### config.mk
export PLATFORM = sky130hd
export DESIGN_NAME = dmem_controller
export DESIGN_NICKNAME = d
export VERILOG_FILES = /design/src/rtl/dmem_controller_pkg.sv /design/src/rtl/dmem_lane_align.sv /design/src/rtl/dmem_controller.sv
export SDC_FILE = /design/constraint.sdc
export NUM_CORES = 1
export LEC_CHECK = 0
export BUFFER_PORTS_ARGS = -buffer_cell sky130_fd_sc_hd__buf_2
export CAP_MARGIN = 20
export CORE_MARGIN = 4
export CORE_UTILIZATION = 53
export CTS_CLUSTER_DIAMETER = 40
export DETAILED_ROUTE_END_ITERATION = 8
export GPL_ROUTABILITY_DRIVEN = 0
export PLACE_DENSITY = 0.81
export SETUP_SLACK_MARGIN = 0.1
export SLEW_MARGIN = 20
export SYNTH_ARGS = -nofsm -noshare
export SYNTH_HDL_FRONTEND = slang
export SYNTH_SLANG_ARGS = --single-unit
### constraint.sdc
create_clock -name clk -period 3.6 [get_ports clk]
set_input_delay 0.72 -clock clk [delete_from_list [all_inputs] [get_ports clk]]
set_output_delay 0.72 -clock clk [all_outputs]
set_load 0.05 [all_outputs]
### src/rtl/dmem_controller_pkg.sv
// Shared types and constants for the data-memory controller: access-size encodings,
// request payload layout and the alignment/legality check.
package dmem_controller_pkg;

  localparam int unsigned XLEN   = 32;
  localparam int unsigned MODE_W = 4;

  localparam logic [MODE_W-1:0] RW_BYTE     = 4'h0;
  localparam logic [MODE_W-1:0] RW_HALFWORD = 4'h1;
  localparam logic [MODE_W-1:0] RW_WORD     = 4'h2;

  typedef struct packed {
    logic [XLEN-1:0]   addr;
    logic [XLEN-1:0]   wdata;
    logic [MODE_W-1:0] rw_mode;
    logic              wr_en;
    logic              load_unsigned;
  } dmem_req_t;

  // True when the size encoding is illegal or the byte offset is misaligned for it.
  function automatic logic access_fault(input logic [MODE_W-1:0] mode, input logic [1:0] off);
    case (mode)
      RW_BYTE:     access_fault = 1'b0;
      RW_HALFWORD: access_fault = off[0];
      RW_WORD:     access_fault = (off != 2'b00);
      default:     access_fault = 1'b1;
    endcase
  endfunction

endpackage

### src/rtl/dmem_lane_align.sv
// Little-endian lane select with sign/zero extension for loads, and
// read-modify-write merge of a byte/halfword into the fetched RAM word for stores.
module dmem_lane_align
  import dmem_controller_pkg::*;
(
  input  logic [MODE_W-1:0] rw_mode,
  input  logic              load_unsigned,
  input  logic [1:0]        byte_off,
  input  logic [XLEN-1:0]   ram_rdata,
  input  logic [15:0]       store_data,
  output logic [XLEN-1:0]   load_c,
  output logic [XLEN-1:0]   merge_c
);

  logic [4:0]  bit_off;
  logic [7:0]  lane_byte;
  logic [15:0] lane_half;

  always_comb begin
    bit_off   = {byte_off, 3'b000};
    lane_byte = ram_rdata[bit_off +: 8];
    lane_half = byte_off[1] ? ram_rdata[31:16] : ram_rdata[15:0];
    load_c    = ram_rdata;
    merge_c   = ram_rdata;
    case (rw_mode)
      RW_BYTE: begin
        load_c = load_unsigned ? {24'h0, lane_byte} : {{24{lane_byte[7]}}, lane_byte};
        merge_c[bit_off +: 8] = store_data[7:0];
      end
      RW_HALFWORD: begin
        load_c = load_unsigned ? {16'h0, lane_half} : {{16{lane_half[15]}}, lane_half};
        if (byte_off[1]) begin
          merge_c[31:16] = store_data;
        end else begin
          merge_c[15:0] = store_data;
        end
      end
      default: begin
      end
    endcase
  end

endmodule

### src/rtl/dmem_controller.sv
// CPU-to-single-port-RAM data memory controller: byte/halfword/word loads and stores,
// sub-word stores done as read-modify-write, misaligned/illegal accesses flagged.
module dmem_controller
  import dmem_controller_pkg::*;
#(
  parameter int unsigned ADDR_W = 10
) (
  input  logic              clk,
  input  logic              rst_n,
  input  logic              req_valid,
  output logic              req_ready,
  input  logic              wr_en_dmem,
  input  logic [MODE_W-1:0] rw_mode,
  input  logic              load_unsigned,
  input  logic [XLEN-1:0]   addr,
  input  logic [XLEN-1:0]   wdata,
  output logic [XLEN-1:0]   rdata,
  output logic              rsp_valid,
  output logic              access_err,
  output logic [ADDR_W-1:0] ram_addr,
  output logic              ram_we,
  output logic [XLEN-1:0]   ram_wdata,
  input  logic [XLEN-1:0]   ram_rdata
);

  typedef enum logic [2:0] {
    IDLE = 3'd0,
    RD   = 3'd1,
    MRG  = 3'd2,
    WR   = 3'd3,
    ERR  = 3'd4
  } state_t;

  state_t            state, state_nxt;
  dmem_req_t         req_q, req_d;
  logic              req_ready_d, rsp_valid_d, access_err_d, ram_we_d;
  logic [ADDR_W-1:0] ram_addr_d;
  logic [XLEN-1:0]   rdata_q, rdata_d;
  logic [XLEN-1:0]   ram_wdata_q, ram_wdata_d;
  logic [XLEN-1:0]   load_c, merge_c;
  logic              in_mrg_load, in_mrg_store;
  logic              unused_req_bits;

  dmem_lane_align u_lane_align (
    .rw_mode       (req_q.rw_mode),
    .load_unsigned (req_q.load_unsigned),
    .byte_off      (req_q.addr[1:0]),
    .ram_rdata     (ram_rdata),
    .store_data    (req_q.wdata[15:0]),
    .load_c        (load_c),
    .merge_c       (merge_c)
  );

  // Word address and high store bits are consumed elsewhere (ram_addr register, WR path).
  assign unused_req_bits = ^{req_q.addr[XLEN-1:2], req_q.wdata[XLEN-1:16]};

  always_ff @(posedge clk or negedge rst_n) begin
    if (!rst_n) begin
      state       <= IDLE;
      req_q       <= '0;
      req_ready   <= 1'b1;
      rsp_valid   <= 1'b0;
      access_err  <= 1'b0;
      ram_we      <= 1'b0;
      ram_addr    <= '0;
      ram_wdata_q <= '0;
      rdata_q     <= '0;
    end else begin
      state       <= state_nxt;
      req_q       <= req_d;
      req_ready   <= req_ready_d;
      rsp_valid   <= rsp_valid_d;
      access_err  <= access_err_d;
      ram_we      <= ram_we_d;
      ram_addr    <= ram_addr_d;
      ram_wdata_q <= ram_wdata_d;
      rdata_q     <= rdata_d;
    end
  end

  // Response strobes are registered from the next state so they line up with WR/MRG/ERR.
  always_comb begin
    state_nxt    = state;
    req_d        = req_q;
    ram_addr_d   = ram_addr;
    ram_wdata_d  = ram_wdata_q;
    rdata_d      = rdata_q;
    rsp_valid_d  = 1'b0;
    access_err_d = 1'b0;
    ram_we_d     = 1'b0;
    case (state)
      IDLE: begin
        if (req_valid && req_ready) begin
          req_d.addr          = addr;
          req_d.wdata         = wdata;
          req_d.rw_mode       = rw_mode;
          req_d.wr_en         = wr_en_dmem;
          req_d.load_unsigned = load_unsigned;
          ram_addr_d          = addr[ADDR_W+1:2];
          if (access_fault(rw_mode, addr[1:0])) begin
            state_nxt    = ERR;
            rsp_valid_d  = 1'b1;
            access_err_d = 1'b1;
          end else if (wr_en_dmem && (rw_mode == RW_WORD)) begin
            state_nxt   = WR;
            rsp_valid_d = 1'b1;
            ram_we_d    = 1'b1;
            ram_wdata_d = wdata;
          end else begin
            state_nxt = RD;
          end
        end
      end
      RD: begin
        state_nxt   = MRG;
        rsp_valid_d = 1'b1;
        ram_we_d    = req_q.wr_en;
      end
      MRG: begin
        state_nxt = IDLE;
        if (req_q.wr_en) begin
          ram_wdata_d = merge_c;
        end else begin
          rdata_d = load_c;
        end
      end
      WR:      state_nxt = IDLE;
      ERR:     state_nxt = IDLE;
      default: state_nxt = IDLE;
    endcase
    req_ready_d = (state_nxt == IDLE);
  end

  // RAM read data only arrives in MRG, so the merged word and load result bypass
  // their hold registers for that one cycle.
  assign in_mrg_load  = (state == MRG) && !req_q.wr_en;
  assign in_mrg_store = (state == MRG) && req_q.wr_en;
  assign rdata        = in_mrg_load  ? load_c  : rdata_q;
  assign ram_wdata    = in_mrg_store ? merge_c : ram_wdata_q;

endmodule

==> results of run 1 <==
==> flip-flops by register name (all words and copies together) (netlist names) <==
| signal | flops |
|---|---|
| ram_wdata_q | 32 |
| rdata_q | 32 |
| req_q | 24 |
| ram_addr | 10 |
| state | 3 |
| access_err | 1 |
| ram_we | 1 |
| req_ready | 1 |
| rsp_valid | 1 |
==> power by group through the flow <==
stage	Sequential [uW]	Clock (uW)	Combinational, uW
after floorplan	2030	0	2590
after CTS	1950	945	3520
after global placement	1940	0	3460
after global routing	2010	993	3810
final	1950	935	3560
after detailed placement	1970	0	3500
==> worst max path at each step <==
stage	endpoint	cells after the start	slack [ns]	startpoint
final	ram_wdata[22]	6	0.15	req_q[3]
after detailed placement	ram_wdata[3]	7	0.30	req_q[38]
after global placement	ram_wdata[2]	7	0.41	req_q[38]
after global routing	ram_wdata[26]	8	0.05	req_q[38]
after CTS	ram_wdata[26]	8	0.11	req_q[38]
after floorplan	ram_wdata[25]	10	-0.12	req_q[39]
==> metal layers <==
layer	wire length, um	GRT usage [%]	up-vias
met5	0	0	-
met4	357	5.581	0
met3	2026	6.941	30
met2	8520	40.54	358
met1	8295	41.35	2917
li1	-	-	2954
==> cell usage in the layout (no fill, tap or decap), types with 12 or more instances in the layout <==
master    netlist  routed
inv_1          21      21
mux2_2         28      28
a21oi_1        56      54
o22ai_1        17      16
nand2_1       106     105
o21ai_1         4      25
o21ai_0        65      39
dfrtp_1       104     103
buf_4           1      23
a22oi_1        13      13
nor2_1         73      73
buf_2          15     158
nor3_1         13      12
a211oi_1       32      32
a21o_1         24      24
==> cell families (layout without fill, tap and decap cells) <==
family                     after synthesis  count (layout)  share of synthesized area (%)
adders and majority gates                5               5                         0.9897
and+or+nand+nor                        249             249                          18.27
AOI/OAI and AO/OA                      271             271                          28.07
DFF                                    105             105                          41.59
muxes                                   30              30                          5.503
buffers and inverters                   80             223                          5.582
==> per-stage QoR <==
stage                     power [uW]  setup WS, ns  utilization [%]
final                           6453        0.1457            65.78
after global routing            6806       0.04555            65.78
after CTS                       6409        0.1054            65.14
after detailed placement        5470        0.3041            62.71
after global placement          5405        0.4140            62.71
after floorplan                 4616       -0.1210                -
==> layout make-up <==
cell class	instances	area, um2
Timing Repair Buffer	186	1021
Clock buffer	12	246.5
Fill cell	995	3958
Multi-Input combinational cell	555	3423
Inverter	21	78.83
Sequential cell	105	2630
Clock inverter	4	28.78
Tap cell	143	178.9
==> what timing repair did <==
action / 4_1_cts / 5_1_grt
pin swaps: 0 / 3
setup endpoints to repair: 14 / 46
setup buffers: 0 / 4
resized for setup: 2 / 10
hold endpoints to repair: 0 / 0
==> metrics, run 1 <==
placed cells 1006; grt total ovfl 0; clock network power share 14.5%; Crit. End Element primary output; CP Max Fanout 32; Initial Util between 50% and 60%; Area Overhead vs Synth 20.35%; Final ANT Viol Nets 0; clock skew 0.008312 ns; placed wire-length estimate 14020 um; synth top area cells dfrtp_1, nand2_1, o21ai_0; setup tns final 0 ns; CP max stage cell or3_2; WS Path Type reg -> out; sequential fraction of design power 30.3%; Worst Tran Pin Value 0.7815 ns; Hold-fix buffers, CTS 0; nets 988; Clk Tree Root Cell clkbuf_16; CP Cell Sequence or3_2, buf_4, nor4_1, a211oi_1, o21ai_1, buf_2; post-detailed-routing wire length 19200 um; CP peak stage delay slightly below 0.7 ns; final slew viol count 0; # diodes 0; TritonCTS Buffers 9; Die H between 100 and 150 um; Syn Inst Count 740; reg2reg start req_q[38]; drt first pass iters 7; Syn Area/Cell 8.542 um2; Via-to-Cell Ratio 6.100; Worst R2R End ram_wdata_q[21]; Comb pwr share 55.2%; worst rel slew slack 47.72%; routed vias 6259; max cap viols 0; Clock Path Buffers 2; post-synth top area share just over 40%; die span in x 117.2 um; most numerous cell in the Yosys netlist nand2_1; worst vdd ir 0.5509 mV; clk sink count 105; switch share 51.60%; largest net degree at the start of global routing 106; top cells by count, synth nand2_1, dfrtp_1, nor2_1; first-pass GRT wire length ~29000 um; part of the Yosys area used for sequential elements 41.59%; Post-Syn Area between 0.006 and 0.007 mm2; port bufs 162; hold crit path type in -> async; flop2flop setup slack 1.12 ns; Total GRT Usage 27.55%; Req. time, crit path 2.88 ns; status complete, no violations; number of DRC markers in iteration 0 742; post-route insts no fill slightly above 1000; post-synthesis register bit count 105; TritonCTS clock tree done; Post-Synthesis Net Count 850; CP top delay family simple AND/OR/NAND/NOR gates; Post-synth EDFFs 0; io pins 183; num rows 39; DR WL/cell 18.71 um; Psw 3330 uW; RSZ-0062 raised after global routing true; Yosys Warn Count 0; final hold violation count 0; Post-synth top flop dfrtp_1; Yosys cell types 56; final hold slack 0.4424 ns; core area 0.01156 mm2; post-layout min period 3.454 ns; Power Dens Cells 848.3 mW/mm2; design area 0.007607 mm2; ys async rst share 100.0%; Bufs and invs on worst path 2; layout cells sized above 1 29.90%; Leak 0.003496 uW; placed inst area just over 0.007 mm2; fin crit share 95.95%; number of global-route vias before repair 5571; initial antenna violation count 0; # setup viols final 0; Worst-path clk slew 0.07 ns; worst path arrival time 2.73 ns; cell internal pwr about 3100 uW; die area roughly 0.014 mm2; type of origin of the critical path flop; H-tree Lvls 3; Yosys top cell by area dfrtp_1; Worst-Skew Late Latency 0.35 ns; DRC 0; Max Freq 289.5 MHz; worst r2r path cells 7
(Power assumes the default switching activity.)
==> run 2, diff against run 1 <==
--- a/config.mk
+++ b/config.mk
@@ -7,12 +7,14 @@
 export LEC_CHECK = 0
 export BUFFER_PORTS_ARGS = -buffer_cell sky130_fd_sc_hd__buf_2
 export CAP_MARGIN = 20
+export CELL_PAD_IN_SITES_DETAIL_PLACEMENT = 1
+export CELL_PAD_IN_SITES_GLOBAL_PLACEMENT = 2
 export CORE_MARGIN = 4
-export CORE_UTILIZATION = 53
+export CORE_UTILIZATION = 30
 export CTS_CLUSTER_DIAMETER = 40
 export DETAILED_ROUTE_END_ITERATION = 8
 export GPL_ROUTABILITY_DRIVEN = 0
-export PLACE_DENSITY = 0.81
+export PLACE_DENSITY_LB_ADDON = 0.1
 export SETUP_SLACK_MARGIN = 0.1
 export SLEW_MARGIN = 20
 export SYNTH_ARGS = -nofsm -noshare
==> run 2 against run 1 <==
  * Combinational power grew 5%
  * Wire length grew 26%
  * Register-to-register slack is essentially flat
  * Sequential power is essentially flat
  * Cell area grew 3.4%
  * Largest cell class unchanged
  * Maximum frequency grew 2.8%
  * Count of clock-buffer cells in the layout shrank 2
  * Global-route usage shrank 7.3 points
  * Cell count grew 13%
  * Via count shrank 1.3%
  * Clock power grew 4.8%
  * Die area grew 71%
==> metrics, run 2 (synthesis gave the netlist of run 1 again) <==
die span in x 153.2 um; clock skew 0.01070 ns; commonest non-fill, non-tap cell in the layout buf_2; die area ~0.023 mm2; Worst Tran Pin Value 0.9908 ns; TritonCTS clock tree done; Worst R2R End ram_wdata_q[13]; status complete, no violations; Power Dens Cells roughly 850 mW/mm2; nets 990; setup bufs post-CTS 0; design area 0.007868 mm2; commonest cells after routing, fill and taps aside buf_2, nand2_1, dfrtp_1, nor2_1, a21oi_1; Max Freq slightly below 300 MHz; Clk Tree Root Cell clkbuf_16; clk sink count approximately 110; CP Max Fanout 13; WS Path Type reg -> out; hold crit path type in -> async; register area 0.002630 mm2; routed vias 6180; Leak 0.003534 uW; fin util around two fifths; Final ANT Viol Nets 0; drt first pass iters 5; core area slightly above 0.02 mm2; worst path arrival time 2.64 ns; highest routed layer met4; met3 wire len between 1500 and 2000 um; TritonCTS Buffers 9; layout cells sized above 1 30.40%; Layout fillers 2493; Clock Path Buffers 2; Worst-Skew Late Latency 0.36 ns; Hold-fix buffers, CTS 0; Crit. End Element primary output; placed wire-length estimate 18510 um; area of the multi-input gates 0.003428 mm2; max cap viols 0; M1 wire length 10530 um; Via-to-Cell Ratio between 5 and 6; post-layout min period 3.362 ns; Total GRT Usage 20.24%; worst rel slew slack 33.95%; initial antenna violation count 0; H-tree Lvls 3; # setup viols final 0; grt total ovfl 0; reg2reg start state[0]; flop2flop setup slack 1.12 ns; largest net degree at the start of global routing 106; DRC 0; post-detailed-routing wire length ~24000 um; DR WL/cell 20.94 um; io pins approximately 180; Area Overhead vs Synth 24.47%; number of DRC markers in iteration 0 355; CP max stage cell and4bb_4; fin crit share around 93%; Req. time, crit path 2.88 ns; CP peak stage delay 0.45 ns; Die H 153.2 um; type of origin of the critical path flop; met2 WL post-DR 11810 um; port bufs 162; final slew viol count 0; top flop regs ram_wdata_q (32), rdata_q (32), req_q (24); placed inst area 0.007531 mm2; num rows 52; worst vdd ir 0.4844 mV; number of global-route vias before repair 6573; total power 6695 uW; Initial Util 30.84%; RSZ-0062 raised after global routing true; Worst-path clk slew ~0.070 ns; worst r2r path cells 7; CP Cell Sequence inv_1, ha_1, and4bb_4, a21oi_1, o22ai_1, o21ai_0, o21ai_2, buf_2; final hold violation count 0; # diodes 0; first-pass GRT wire length 37580 um
## run 2: changes by cell type in the layout (fill, tap and decap cells not counted), moves of 2 or more
cell / change
buf_12: +5
buf_2: -5
buf_4: +3
clkbuf_1: -2
clkinv_4: +2
## run 2: metrics by stage
stage | setup slack [ns] | setup TNS (ns) | instances | hold slack [ns]
3_3_place_gp | 0.4705 | 0 | 1139 | 0.4556
6_report | 0.2384 | 0 | 1155 | 0.3699
5_1_grt | 0.07792 | 0 | 1155 | 0.4848
4_1_cts | 0.1314 | 0 | 1155 | 0.4536
2_1_floorplan | -0.1210 | -0.1210 | 740 | 0.4244
3_5_place_dp | 0.4293 | 0 | 1139 | 0.4648
## run 2: power by group
group / switching [uW] / internal [uW]
Sequential: 327 / 1650
Combinational: 2660 / 1070
Clock: 484 / 496
## run 2: cell type report
type                       count  share of cell area [%]
timing repair buffer         188                   14.03
sequential                   105                   33.43
inverter                      21                   1.002
clock buffer                  10                   3.038
clock inverter                 6                  0.6361
tap                          270                   4.294
multi-input combinational    555                   43.58
## run 2: routing by layer
layer  track usage (%)  vias to the layer above
met5                 0                        -
met4             5.049                        0
met3             3.789                       17
met2             34.03                      149
met1             26.98                     3061
li1                  -                     2953
## run 2: repair_timing
action                     in CTS  in global routing
resized for setup               3                  8
pin swaps                       0                  1
setup endpoints to repair       6                 14
## run 2: critical path: cells and delay by family (launching register included)
family / cells / cell delay, ns
compound gates: 4 / 0.68
buf+inv: 2 / 0.45
fa+ha+maj: 1 / 0.32
simple gates: 1 / 0.45
flops: 1 / 0.38
## run 2: how the worst max path moves through the flow
stage | from | to | slack [ns]
after floorplan | req_q[39] | ram_wdata[25] | -0.12
after global placement | ram_rdata[31] | rdata[14] | 0.47
after detailed placement | ram_rdata[31] | rdata[14] | 0.43
after CTS | req_q[39] | ram_wdata[28] | 0.13
after global routing | req_q[39] | ram_wdata[27] | 0.08
final | req_q[39] | ram_wdata[27] | 0.24
